===== config.mk =====
export PLATFORM = sky130hd
export DESIGN_NAME = sync_filter
export DESIGN_NICKNAME = d
export VERILOG_FILES = /design/src/rtl/sync_filter_pkg.sv /design/src/rtl/sync_filter_ch.sv /design/src/rtl/sync_filter.sv
export SDC_FILE = /design/constraint.sdc
export NUM_CORES = 1
export LEC_CHECK = 0
export BUFFER_PORTS_ARGS = -buffer_cell sky130_fd_sc_hd__buf_2
export CAP_MARGIN = 0
export CORE_AREA = 2 2 39 41
export CTS_CLUSTER_DIAMETER = 80
export DETAILED_ROUTE_END_ITERATION = 7
export DIE_AREA = 0 0 41 43
export PLACE_DENSITY = 0.34
export SETUP_SLACK_MARGIN = 0.3
export SYNTH_ARGS = -nofsm -noshare
export SYNTH_HDL_FRONTEND = slang
export SYNTH_SLANG_ARGS = --single-unit

===== constraint.sdc =====
create_clock -name clk -period 1.1 [get_ports clk]
set_input_delay 0.055 -clock clk [delete_from_list [all_inputs] [get_ports clk]]
set_output_delay 0.055 -clock clk [all_outputs]
set_load 0.02 [all_outputs]

===== src/rtl/sync_filter_pkg.sv =====
// Shared constants and helpers for the sync_filter input conditioner.
package sync_filter_pkg;

  localparam int SYNC_STAGES_MIN = 2;
  localparam int SYNC_STAGES_MAX = 4;
  localparam int FILTER_LEN_MIN  = 1;
  localparam int FILTER_LEN_MAX  = 65535;

  // Stability counter width; a single bit when FILTER_LEN is 1.
  function automatic int cnt_width(input int filter_len);
    return (filter_len > 1) ? $clog2(filter_len) : 1;
  endfunction

endpackage


===== src/rtl/sync_filter_ch.sv =====
// One channel: synchroniser chain, stability counter, filtered level and edge pulses.
module sync_filter_ch
  import sync_filter_pkg::*;
#(
  parameter int   STAGES     = 2,
  parameter int   FILTER_LEN = 1,
  parameter logic RESET_VAL  = 1'b0
) (
  input  logic clk,
  input  logic reset,
  input  logic data_i,
  output logic data_o,
  output logic rise_o,
  output logic fall_o,
  output logic update_o
);

  localparam int               CNT_W    = cnt_width(FILTER_LEN);
  localparam logic [CNT_W-1:0] CNT_LAST = CNT_W'(FILTER_LEN - 1);
  localparam logic [CNT_W-1:0] CNT_ONE  = CNT_W'(1);

  logic [STAGES-1:0] sync_q;
  logic [CNT_W-1:0]  cnt_q;
  logic              synced;

  assign synced = sync_q[STAGES-1];

  // High in the cycle before data_o takes the synced value; feeds the top's change flop.
  assign update_o = (synced != data_o) && (cnt_q == CNT_LAST);

  always_ff @(posedge clk or posedge reset) begin
    if (reset) begin
      // NOTE: the sync chain is reset to the channel's reset level too, so release
      // cannot flush a stale value through and fake an edge.
      sync_q <= {STAGES{RESET_VAL}};
      cnt_q  <= '0;
      data_o <= RESET_VAL;
      rise_o <= 1'b0;
      fall_o <= 1'b0;
    end else begin
      // NOTE: non-blocking throughout, so every stage samples the previous cycle's value.
      sync_q <= {sync_q[STAGES-2:0], data_i};
      rise_o <= 1'b0;
      fall_o <= 1'b0;
      if (synced == data_o) begin
        cnt_q <= '0;
      end else if (cnt_q == CNT_LAST) begin
        data_o <= synced;
        cnt_q  <= '0;
        rise_o <= synced;
        fall_o <= ~synced;
      end else begin
        cnt_q <= cnt_q + CNT_ONE;
      end
    end
  end

endmodule


===== src/rtl/sync_filter.sv =====
// Multi-channel synchroniser with per-channel stability filter and edge pulses.
module sync_filter
  import sync_filter_pkg::*;
#(
  parameter int               WIDTH       = 1,
  parameter int               STAGES      = 2,
  parameter int               FILTER_LEN  = 1,
  parameter logic [WIDTH-1:0] RESET_STATE = {WIDTH{1'b0}}
) (
  input  logic             clk,
  input  logic             reset,
  input  logic [WIDTH-1:0] data_i,
  output logic [WIDTH-1:0] data_o,
  output logic [WIDTH-1:0] rise_o,
  output logic [WIDTH-1:0] fall_o,
  output logic             change_o
);

  if (STAGES < SYNC_STAGES_MIN || STAGES > SYNC_STAGES_MAX) begin : g_bad_stages
    $error("sync_filter: STAGES=%0d outside %0d..%0d", STAGES, SYNC_STAGES_MIN, SYNC_STAGES_MAX);
  end

  if (FILTER_LEN < FILTER_LEN_MIN || FILTER_LEN > FILTER_LEN_MAX) begin : g_bad_filter_len
    $error("sync_filter: FILTER_LEN=%0d outside %0d..%0d", FILTER_LEN, FILTER_LEN_MIN, FILTER_LEN_MAX);
  end

  logic [WIDTH-1:0] update;

  for (genvar i = 0; i < WIDTH; i++) begin : g_ch
    sync_filter_ch #(
      .STAGES     (STAGES),
      .FILTER_LEN (FILTER_LEN),
      .RESET_VAL  (RESET_STATE[i])
    ) u_ch (
      .clk      (clk),
      .reset    (reset),
      .data_i   (data_i[i]),
      .data_o   (data_o[i]),
      .rise_o   (rise_o[i]),
      .fall_o   (fall_o[i]),
      .update_o (update[i])
    );
  end

  // Registered from the channels' next-cycle update flags so it lines up with the pulses.
  always_ff @(posedge clk or posedge reset) begin
    if (reset) begin
      change_o <= 1'b0;
    end else begin
      change_o <= |update;
    end
  end

endmodule


# == Yosys cells after proc, flatten, opt, wreduce, memory -nomap -nowiden ==
# Index checks and enable logic that the tools add are counted.
# totals
wordCells,20
ff_bits,7
input_bits,3
out_inout_bits,4
# op_classes
n_mux,6
n_addsub,1
eq_ne,2
bitwise,3
reduce_logical,2
# ops
cell,count
2-to-1 mux 1 bit,6
NOT 1 bit,3
AND reduction 2 bit,1
"adder 1 bit, second input constant",1
equality test 1 bit,1
logical AND 1 bit,1
inequality test 1 bit,1

# == Longest topological paths before layout ==
# Gate-level depths: netlist of the first run.
# depth
depth_word,3
depth_mapped,3
ltp_nobuf,3

# == By module ==
# A second synthesis of the first run with hierarchy kept.
# hier_totals
cells_unflattened,14
area_unflattened_um2,209.0
# modules_own_cells
module,area_per_inst_um2,n_inst,cells_per_inst,seq_area_each_um2
sync_filter_ch,180.2,1,12,125.1
sync_filter,28.8,1,2,25.0

# == Worst setup path after synthesis of the first run ==
# OpenSTA, ideal clock, no wires.
# synth_timing
kind,flip-flop to flip-flop
from,register g_ch[0].u_ch.data_o
to,register g_ch[0].u_ch.data_o
t_arrival_ps,1137
path_stages_with_launch,4
synth_period_minus_slack_ps,1262
setup_time_ps,125
required_ps,975
n_path_buf,0
path_slack_ps,-162
path_cell_list,dfrtp_1 > inv_1 > ha_1 > mux2_4
# synth_via
elab_chain_len,3
# synth_rtl
item,line,rtl
"start, declared",sync_filter_ch.sv:12,"output logic data_o,"
"start signal, assigned",sync_filter_ch.sv:48,data_o <= synced;
equality test 1 bit,sync_filter_ch.sv:45,if (synced == data_o) begin
NOT 1 bit (no line),n/a,
AND reduction 2 bit (no line),n/a,
# Every way passes these cells.
# A chain may end at the register's enable or synchronous reset.

# == Worst setup path after layout of the first run ==
# Same ends and word-level chain as after synthesis.

==> results of run 1 <==
-- final cells by class --
| type | count | area (µm²) |
|---|---|---|
| Inverter | 4 | 15.01 |
| Timing Repair Buffer | 12 | 108.9 |
| Multi-Input combinational cell | 3 | 52.55 |
| Sequential cell | 6 | 151.4 |
| Tap cell | 16 | 20.02 |
| Fill cell | 147 | 1010 |
| Clock buffer | 4 | 26.28 |
-- final timing paths --
| path | start | endpoint | slack, ps |
|---|---|---|---|
| worst max register to register | g_ch[0].u_ch.data_o | g_ch[0].u_ch.data_o | 20 |
| worst min-delay path | reset | g_ch[0].u_ch.fall_o | 260 |
| worst max-delay path | g_ch[0].u_ch.data_o | g_ch[0].u_ch.data_o | 20 |
| max in group asynchronous | reset | g_ch[0].u_ch.data_o | 630 |
| worst min register to register | g_ch[0].u_ch.sync_q[0] | g_ch[0].u_ch.sync_q[1] | 340 |
| min in group clk | g_ch[0].u_ch.sync_q[0] | g_ch[0].u_ch.sync_q[1] | 340 |
-- worst max-delay path: cells and delay by family (launching register included) --
kind / cells / cell delay [ps]
muxes: 1 / 290
DFF: 1 / 400
adders and majority gates: 1 / 200
buffers and inverters: 1 / 70
-- synth_stat cells --
cell and number:
dfrtp_1 6, ha_1 2, inv_1 4, mux2_4 1
-- registers in the layout, summed over array words and instances, names as in the netlist --
| name | count |
|---|---|
| g_ch.u_ch.sync_q | 2 |
| change_o | 1 |
| g_ch.u_ch.data_o | 1 |
| g_ch.u_ch.fall_o | 1 |
| g_ch.u_ch.rise_o | 1 |
-- layout by cell type (no fill, tap or decap) --
| cell type | instances |
|---|---|
| buf_2 | 2 |
| buf_4 | 3 |
| buf_6 | 5 |
| clkbuf_1 | 1 |
| clkbuf_4 | 3 |
| dfrtp_1 | 5 |
| dfrtp_2 | 1 |
| dlygate4sd3_1 | 2 |
| ha_1 | 1 |
| ha_4 | 1 |
| inv_1 | 2 |
| inv_2 | 2 |
| mux2_4 | 1 |
-- repair_timing --
item / CTS / global route
endpoints found under the hold margin: 7 / 0
setup endpoints to repair: 7 / 7
resized for setup: 8 / 2
hold buffers: 2 / 0
pin swaps: 0 / 1
setup buffers: 1 / 1
-- per-layer routing --
| metal | global-route usage | share of wire |
|---|---|---|
| met1 | 0.04590 | 0.41 |
| met2 | 0.09375 | 0.51 |
| met3 | 0.06283 | 0.082 |
| met4 | 0.02000 | 0 |
| met5 | 0 | 0 |
-- power by group through the flow --
stage	Combinational, W	Sequential (W)	Clock (W)
2_1_floorplan	0.000104	0.000400	0
3_3_place_gp	0.000304	0.000312	0
3_5_place_dp	0.000308	0.000313	0
4_1_cts	0.000416	0.000323	0.000234
5_1_grt	0.000501	0.000327	0.000245
6_report	0.000465	0.000320	0.000219
-- kinds of logic after synthesis --
kind of cell / Yosys count / share of synthesized area
flops: 6 / 0.7317
fa+ha+maj: 2 / 0.1219
mux: 1 / 0.07315
buf+inv: 4 / 0.07315
-- stage by stage --
stage / total power (W) / instances / worst slack (ps)
after floorplan: 0.0005045 / 13 / -49.56
after global placement: 0.0006161 / 37 / 28.79
after detailed placement: 0.0006206 / 37 / 22.11
final: 0.001004 / 45 / 20.50
after CTS: 0.0009728 / 44 / 15.81
after global routing: 0.001072 / 45 / -7.160
==> qor.csv, run 1 <==
metric;value;unit
dpl-instance-area;284.0;µm²
switching_share;0.3030;
rsz0062_at_grt;yes;
cts_buffer_depth;2;
std_cell_rows;14;
fin_crit_sh;0.9814;
yosysUniqueCellTypes;4;
wire_per_inst;8.133;µm
firstDrtPassIters;1;
crit_arrival;1210;ps
dieArea;0.001763;mm²
required;1230;ps
yosysSeqAreaShare;0.7317;
worstRegToRegCells;3;
synthCells;13;
worst_pin_slew;235.0;ps
antenna_cells;0;
overflow;0;
p_per_area;2683;mW/mm²
startpoint_type;flip-flop;
p_int;0.0006996;W
grt_pass1_wl;621;µm
grt_pass1_vias;158;
utilization;0.2703;
hpwl;232.2;µm
finalHoldViolCount;0;
dieHeight;43;µm
drc;0;
grtUsageTotal;0.05960;
die-width;41;µm
status;finished clean;
power.leakage;0.1904;nW
criticalPathCategory;flip-flop to flip-flop;
max_stage_delay;400;ps
clk_pin_slew;50;ps
syn_area_per_cell;15.78;µm²
vias;139;
p_comb_frac;0.463;
start_util;0.1483;
yosysWarningCount;0;
stdcell_area;374.1;µm²
slowest_stage;dfrtp_2;
drt_iter0_drc;0;
layout-drive-gt1-share;0.6207;
cts.sinks;6;
clkPwrFrac;0.218;
gp_congestion;0.5809;
min_period;1080;ps
drv_slew;0;
io-pin-count;7;
synth_nets;18;
antenna_found_initial;0;
cts_tree;yes;
cp_cell_sequence;inv_2 > ha_4 > mux2_4;
slew_headroom;0.8431;
ir_drop;1.167;mV
hp-class;input port to asynchronous set/reset pin;
cap_violations;0;
max_freq;0.9264;GHz
ant_nets;0;
core;0.001384;mm²
syn_to_final_growth;82.32;%
yosysTopAreaCell;dfrtp_1;
pwr-share-seq;0.319;
hold-worst-slack;260.8;ps
ys_ff_latch;6;
crit_path_max_fanout;2;
avgViaCountPerCell;3.089;
cts-htree-levels;1;
setup_violations;0;
switching_power;0.0003041;W
critPathCaptureType;flip-flop;
clk_latency;250;ps
numPortBuffers;6;
wirelength;366;µm
synth_area_leaders;dfrtp_1, ha_1, inv_1;
nNetsFinal;35;
cts_inserted_buffers;3;
setup-tns-final;0;ps
synth_area;205.2;µm²
grt_max_degree;7;
synth_top_area_share;0.7317;
clock_skew;9.810;ps
root_buffer;clkbuf_4;
Note: power is estimated with default switching activity, not from simulation.
==> run 2, diff against run 1 <==
- clock period: 1.1 -> 0.9 ns (I/O delays scaled with it)
==> run 2 against run 1 <==
Clock-buffer cell count unchanged. Clock skew about the same. Highest routed layer unchanged. Total power up 16%. Hold slack worse by 9.0 ps. Critical path depth down 1. The flow now finishes with violations (setup timing). Non-clock buffer count down 1. Critical endpoint unchanged. Cell area down 3.0%. Sequential cell count unchanged. Routed wire length down 8.2%.
==> qor.csv, run 2 (synthesized netlist as in run 1, its figures left out) <==
metric;value;unit;change
status;complete, but fails checks;;
violations;setup timing;;
dieArea;0.001763;mm²;unchanged
largest_register;g_ch.u_ch.sync_q;;
slowest_stage;dfrtp_1;;
antenna_cells;0;;unchanged
ant_nets;0;;unchanged
syn_to_final_growth;76.83;%;
overflow;0;;unchanged
clk_latency;250;ps;about the same
dr_wl_met3;44;µm;+47%
root_buffer;clkbuf_4;;
grt_pass1_vias;154;;-2.5%
die-width;41;µm;unchanged
gp_congestion;0.6259;;+7.7%
finalHoldViolCount;0;;unchanged
pre_cts_ws;-187.0;ps;-209.1 ps
antenna_found_initial;0;;unchanged
critical_path_buf_inv_count;0;;-1
critPathCaptureType;flip-flop;;
p_per_area;3209;mW/mm²;+20%
hp-class;input port to asynchronous set/reset pin;;
clk_pin_slew;50;ps;about the same
crit_arrival;1220;ps;about the same
slew_headroom;0.8418;;-0.001317
nNetsFinal;34;;-2.9%
max_freq;0.9222;GHz;-0.44%
wl_met1;127;µm;-15%
hold-worst-slack;251.9;ps;-8.961 ps
layout-drive-gt1-share;0.6071;;-0.01355
std_cell_rows;14;;unchanged
multi_input_area;52.55;µm²;unchanged
cts_buffer_depth;2;;unchanged
startpoint_type;flip-flop;;
cts_inserted_buffers;3;;unchanged
crit_path_max_fanout;2;;unchanged
firstDrtPassIters;1;;unchanged
cts-htree-levels;1;;unchanged
grt_max_degree;7;;unchanged
ir_drop;0.9406;mV;-19%
fin_crit_sh;1.205;;+0.2234
criticalPathCategory;flip-flop to flip-flop;;
wire_per_inst;7.636;µm;-6.1%
largest_reg_flops;2;;unchanged
required;1030;ps;-200 ps
drc;0;;unchanged
highest_layer;met3;;
cp_cell_sequence;ha_4 > mux2_4;;
seqCellArea;151.4;µm²;unchanged
avgViaCountPerCell;3.318;;+7.4%
drt_iter0_drc;0;;unchanged
wirelength;336;µm;-8.2%
min_period;1084;ps;+4.820 ps
dieHeight;43;µm;unchanged
setup_ws;-184.3;ps;-204.8 ps
worst_pin_slew;237.0;ps;+1.973 ps
start_util;0.1483;;unchanged
drv_slew;0;;unchanged
p_total;0.001165;W;+16%
grtUsageTotal;0.06067;;+0.001071
cts_tree;yes;;
rsz0062_at_grt;yes;;
power.leakage;0.1843;nW;-3.2%
vias;146;;+5.0%
final_cell_mix;dfrtp_1, buf_6, clkbuf_4, buf_4;;
io-pin-count;7;;unchanged
clock_skew;10.03;ps;+0.2247 ps
core;0.001384;mm²;unchanged
grt_pass1_wl;621;µm;unchanged
cts.sinks;6;;unchanged
layout.cells.most_common;dfrtp_1;;
cap_violations;0;;unchanged
numPortBuffers;6;;unchanged
setup_violations;3;;+3
max_stage_delay;410;ps;about the same
wl_met2;164;µm;-12%
crit_family;flip-flops;;
n_fill_cell;151;;+2.7%
-- run 2: changes by cell type in the layout (fill, tap and decap cells not counted), sizes merged --
cell / change
buf: -1
-- run 2: layer usage --
metal | vias up | track usage
met1 | 73 | 0.06250
met5 | - | 0
met2 | 7 | 0.07188
li1 | 66 | -
met4 | 0 | 0.02000
met3 | 0 | 0.07853
-- run 2: worst paths after layout --
path                                         from                endpoint  slack, ps  cells past startpoint
max                        g_ch[0].u_ch.sync_q[1]     g_ch[0].u_ch.data_o       -180                      2
min                                         reset     g_ch[0].u_ch.fall_o        250                      3
max reg2reg                g_ch[0].u_ch.sync_q[1]     g_ch[0].u_ch.data_o       -180                      2
min reg2reg                g_ch[0].u_ch.sync_q[0]  g_ch[0].u_ch.sync_q[1]        350                      0
max in group asynchronous                   reset     g_ch[0].u_ch.data_o        440                      3
min in group clk           g_ch[0].u_ch.sync_q[0]  g_ch[0].u_ch.sync_q[1]        350                      0
-- run 2: power breakdown --
| group | total [W] | leakage, nW | internal [W] | switching (W) |
|---|---|---|---|---|
| registers | 0.000388 | 0.0714 | 0.000351 | 0.0000372 |
| logic | 0.000508 | 0.0980 | 0.000291 | 0.000217 |
| clock network | 0.000269 | 0.0150 | 0.000168 | 0.000101 |
-- run 2: area by class of cell --
type                            instances  area share
Sequential cell                         6      0.4172
Tap cell                               16     0.05517
Multi-Input combinational cell          3      0.1448
Inverter                                4     0.04138
Clock buffer                            4     0.07241
Timing Repair Buffer                   11      0.2690
-- run 2: what timing repair did --
action,in CTS,in global routing
gates cloned,0,0
setup endpoints to repair,8,8
gates resized for setup,8,1
endpoints found under the hold margin,7,0
setup buffers,0,1
pin swaps,1,0
hold buffers,2,0
-- run 2: through the flow --
step / utilization / instances / TNS (ps) / cell area (µm²)
2_1_floorplan: - / 13 / -249.6 / 219.0
3_3_place_gp: 0.2052 / 37 / -176.2 / 284.0
3_5_place_dp: 0.2052 / 37 / -187.0 / 284.0
4_1_cts: 0.2568 / 43 / -258.4 / 355.3
5_1_grt: 0.2622 / 44 / -350.8 / 362.8
6_report: 0.2622 / 44 / -261.0 / 362.8
-- run 2: worst register-to-register path: cells and delay by family, from the launching register on --
family                   cells  cell delay [ps]
flip-flops                   1              410
multiplexers                 1              290
adder cells (fa/ha/maj)      1              290
==> run 3, diff against run 2 <==
- PLACE_DENSITY: 0.34 -> 0.33
- clock period: 0.9 -> 1.4 ns (I/O delays scaled with it)
==> run 3 against run 2 <==
The run now ends clean. Combinational power shrank 53%. Sequential cell count is the same. Maximum frequency grew 1.1%. Cell count shrank 2.3%. Clock power shrank 35%. Hold slack gained 29 ps. Routed wire length grew 0.60%. Highest routed layer unchanged. Sequential power shrank 38%. Sequential share of layout area grew 4.1 points. Via count shrank 8.9%. Global-route usage shrank 0.49 points.
==> qor.csv, run 3 (synthesized netlist as in run 1, its figures left out) <==
metric;value;unit;change
critPathLaunch;g_ch[0].u_ch.sync_q[1];;
drv_slew;0;;unchanged
worstRegToRegCells;2;;unchanged
antenna_found_initial;0;;unchanged
hp-class;input port to asynchronous set/reset pin;;
max_freq;0.9323;GHz;+1.1%
clkPwrFrac;0.266;;+0.035
io-pin-count;7;;unchanged
drt_iter0_drc;1;;+1
ant_nets;0;;unchanged
drc;0;;unchanged
overflow;0;;unchanged
required;1530;ps;+500 ps
pwr-share-seq;0.370;;+0.037
crit_path_max_fanout;2;;unchanged
start_util;0.1483;;unchanged
cts_inserted_buffers;3;;unchanged
pre_cts_ws;291.6;ps;+478.6 ps
switching_power;0.0002090;W;-41%
grtUsageTotal;0.05578;;-0.004886
rsz0062_at_grt;no;;
power.leakage;0.1737;nW;-5.8%
grt_pass1_vias;121;;-21%
dieHeight;43;µm;unchanged
wirelength;338;µm;+0.60%
finalHoldViolCount;0;;unchanged
setup-tns-final;0;ps;+261.0 ps
criticalPathCategory;flip-flop to flip-flop;;
cp-endpoint;g_ch[0].u_ch.data_o;;
avgViaCountPerCell;3.093;;-6.8%
largest_register;g_ch.u_ch.sync_q;;
cts_buffer_depth;2;;unchanged
grt_max_degree;7;;unchanged
cts_tree;yes;;
dpl-instance-area;269.0;µm²;-5.3%
cts.sinks;6;;unchanged
gp_congestion;0.6460;;+3.2%
p_int;0.0004438;W;-45%
core;0.001384;mm²;unchanged
layout-drive-gt1-share;0.5556;;-0.05159
syn_to_final_growth;60.98;%;
setup_ws;327.4;ps;+511.7 ps
clock_skew;5.949;ps;-4.086 ps
die-width;41;µm;unchanged
worst_pin_slew;231.8;ps;-5.200 ps
p_per_area;1976;mW/mm²;-38%
stdcell_area;330.3;µm²;-9.0%
vias;133;;-8.9%
fin_crit_sh;0.7662;;-0.4386
largest_reg_flops;2;;unchanged
firstDrtPassIters;2;;+1
hpwl;235;µm;
std_cell_rows;14;;unchanged
wire_per_inst;7.860;µm;+2.9%
dieArea;0.001763;mm²;unchanged
layout.cells.most_common;buf_2;;
final_cells;43;;-2.3%
clk_pin_slew;50;ps;about the same
status;finished clean;;
r2r_slack;330;ps;+510 ps
cap_violations;0;;unchanged
switching_share;0.3201;;+0.01544
grt_pass1_wl;524;µm;-16%
reg2reg_to;g_ch[0].u_ch.data_o;;
setup_violations;0;;-3
nNetsFinal;33;;-2.9%
place_inst;35;;-5.4%
antenna_cells;0;;unchanged
startpoint_type;flip-flop;;
cts_resized;0;;-8
min_period;1073;ps;-11.68 ps
cts-htree-levels;1;;unchanged
n_fill_cell;150;;-0.66%
ir_drop;0.4320;mV;-54%
crit_arrival;1200;ps;-20 ps
slew_headroom;0.8453;;+0.003471
numPortBuffers;6;;unchanged
root_buffer;clkbuf_4;;
hold-worst-slack;280.5;ps;+28.67 ps
final_cell_mix;buf_2, dfrtp_1, inv_1, clkbuf_4;;
rr_startpoint;g_ch[0].u_ch.sync_q[1];;
critPathCaptureType;flip-flop;;
p_comb_frac;0.364;;-0.072
clk_latency;250;ps;about the same
[run 3: how the worst min path moves through the flow]
stage	start	endpoint	slack [ps]	depth (start not counted)
global route	reset	g_ch[0].u_ch.rise_o	300	3
global placement	reset	g_ch[0].u_ch.rise_o	-6	2
CTS	reset	g_ch[0].u_ch.rise_o	280	3
finish	reset	g_ch[0].u_ch.rise_o	280	3
detailed placement	reset	g_ch[0].u_ch.rise_o	-7	2
floorplan	reset	change_o	-140	1
[run 3: stage by stage]
step / power, W / utilization
global route: 0.0007069 / 0.2387
global placement: 0.0004537 / 0.1944
detailed placement: 0.0004607 / 0.1944
finish: 0.0006528 / 0.2387
CTS: 0.0006700 / 0.2387
floorplan: 0.0003964 / -
[run 3: final cells by class]
cell class | count | area (µm²) | area share
Multi-Input combinational cell | 3 | 52.55 | 0.1591
Inverter | 4 | 15.01 | 0.04545
Tap cell | 16 | 20.02 | 0.06061
Sequential cell | 6 | 151.4 | 0.4583
Clock buffer | 4 | 26.28 | 0.07955
Timing Repair Buffer | 10 | 65.06 | 0.1970
[run 3: routing by layer]
layer	wire length [µm]	global-route usage
met1	135	0.04651
met2	161	0.06250
met3	41	0.04712
met4	0	0.08000
met5	0	0
[run 3: critical path: stages, from the launching register on]
cell     delay (ps)
dfrtp_1         400
ha_4            280
mux2_4          280
[run 3: repair_timing]
item	in CTS	in global routing
setup endpoints to repair	1	0
endpoints found under the hold margin	7	0
setup buffers	2	0
hold buffers	2	0
[run 3: power groups by stage]
stage | registers [W] | logic (W) | clock network [W]
6_report | 0.000242 | 0.000237 | 0.000174
3_3_place_gp | 0.000256 | 0.000198 | 0
2_1_floorplan | 0.000314 | 0.0000820 | 0
3_5_place_dp | 0.000257 | 0.000204 | 0
5_1_grt | 0.000248 | 0.000262 | 0.000197
4_1_cts | 0.000242 | 0.000245 | 0.000183
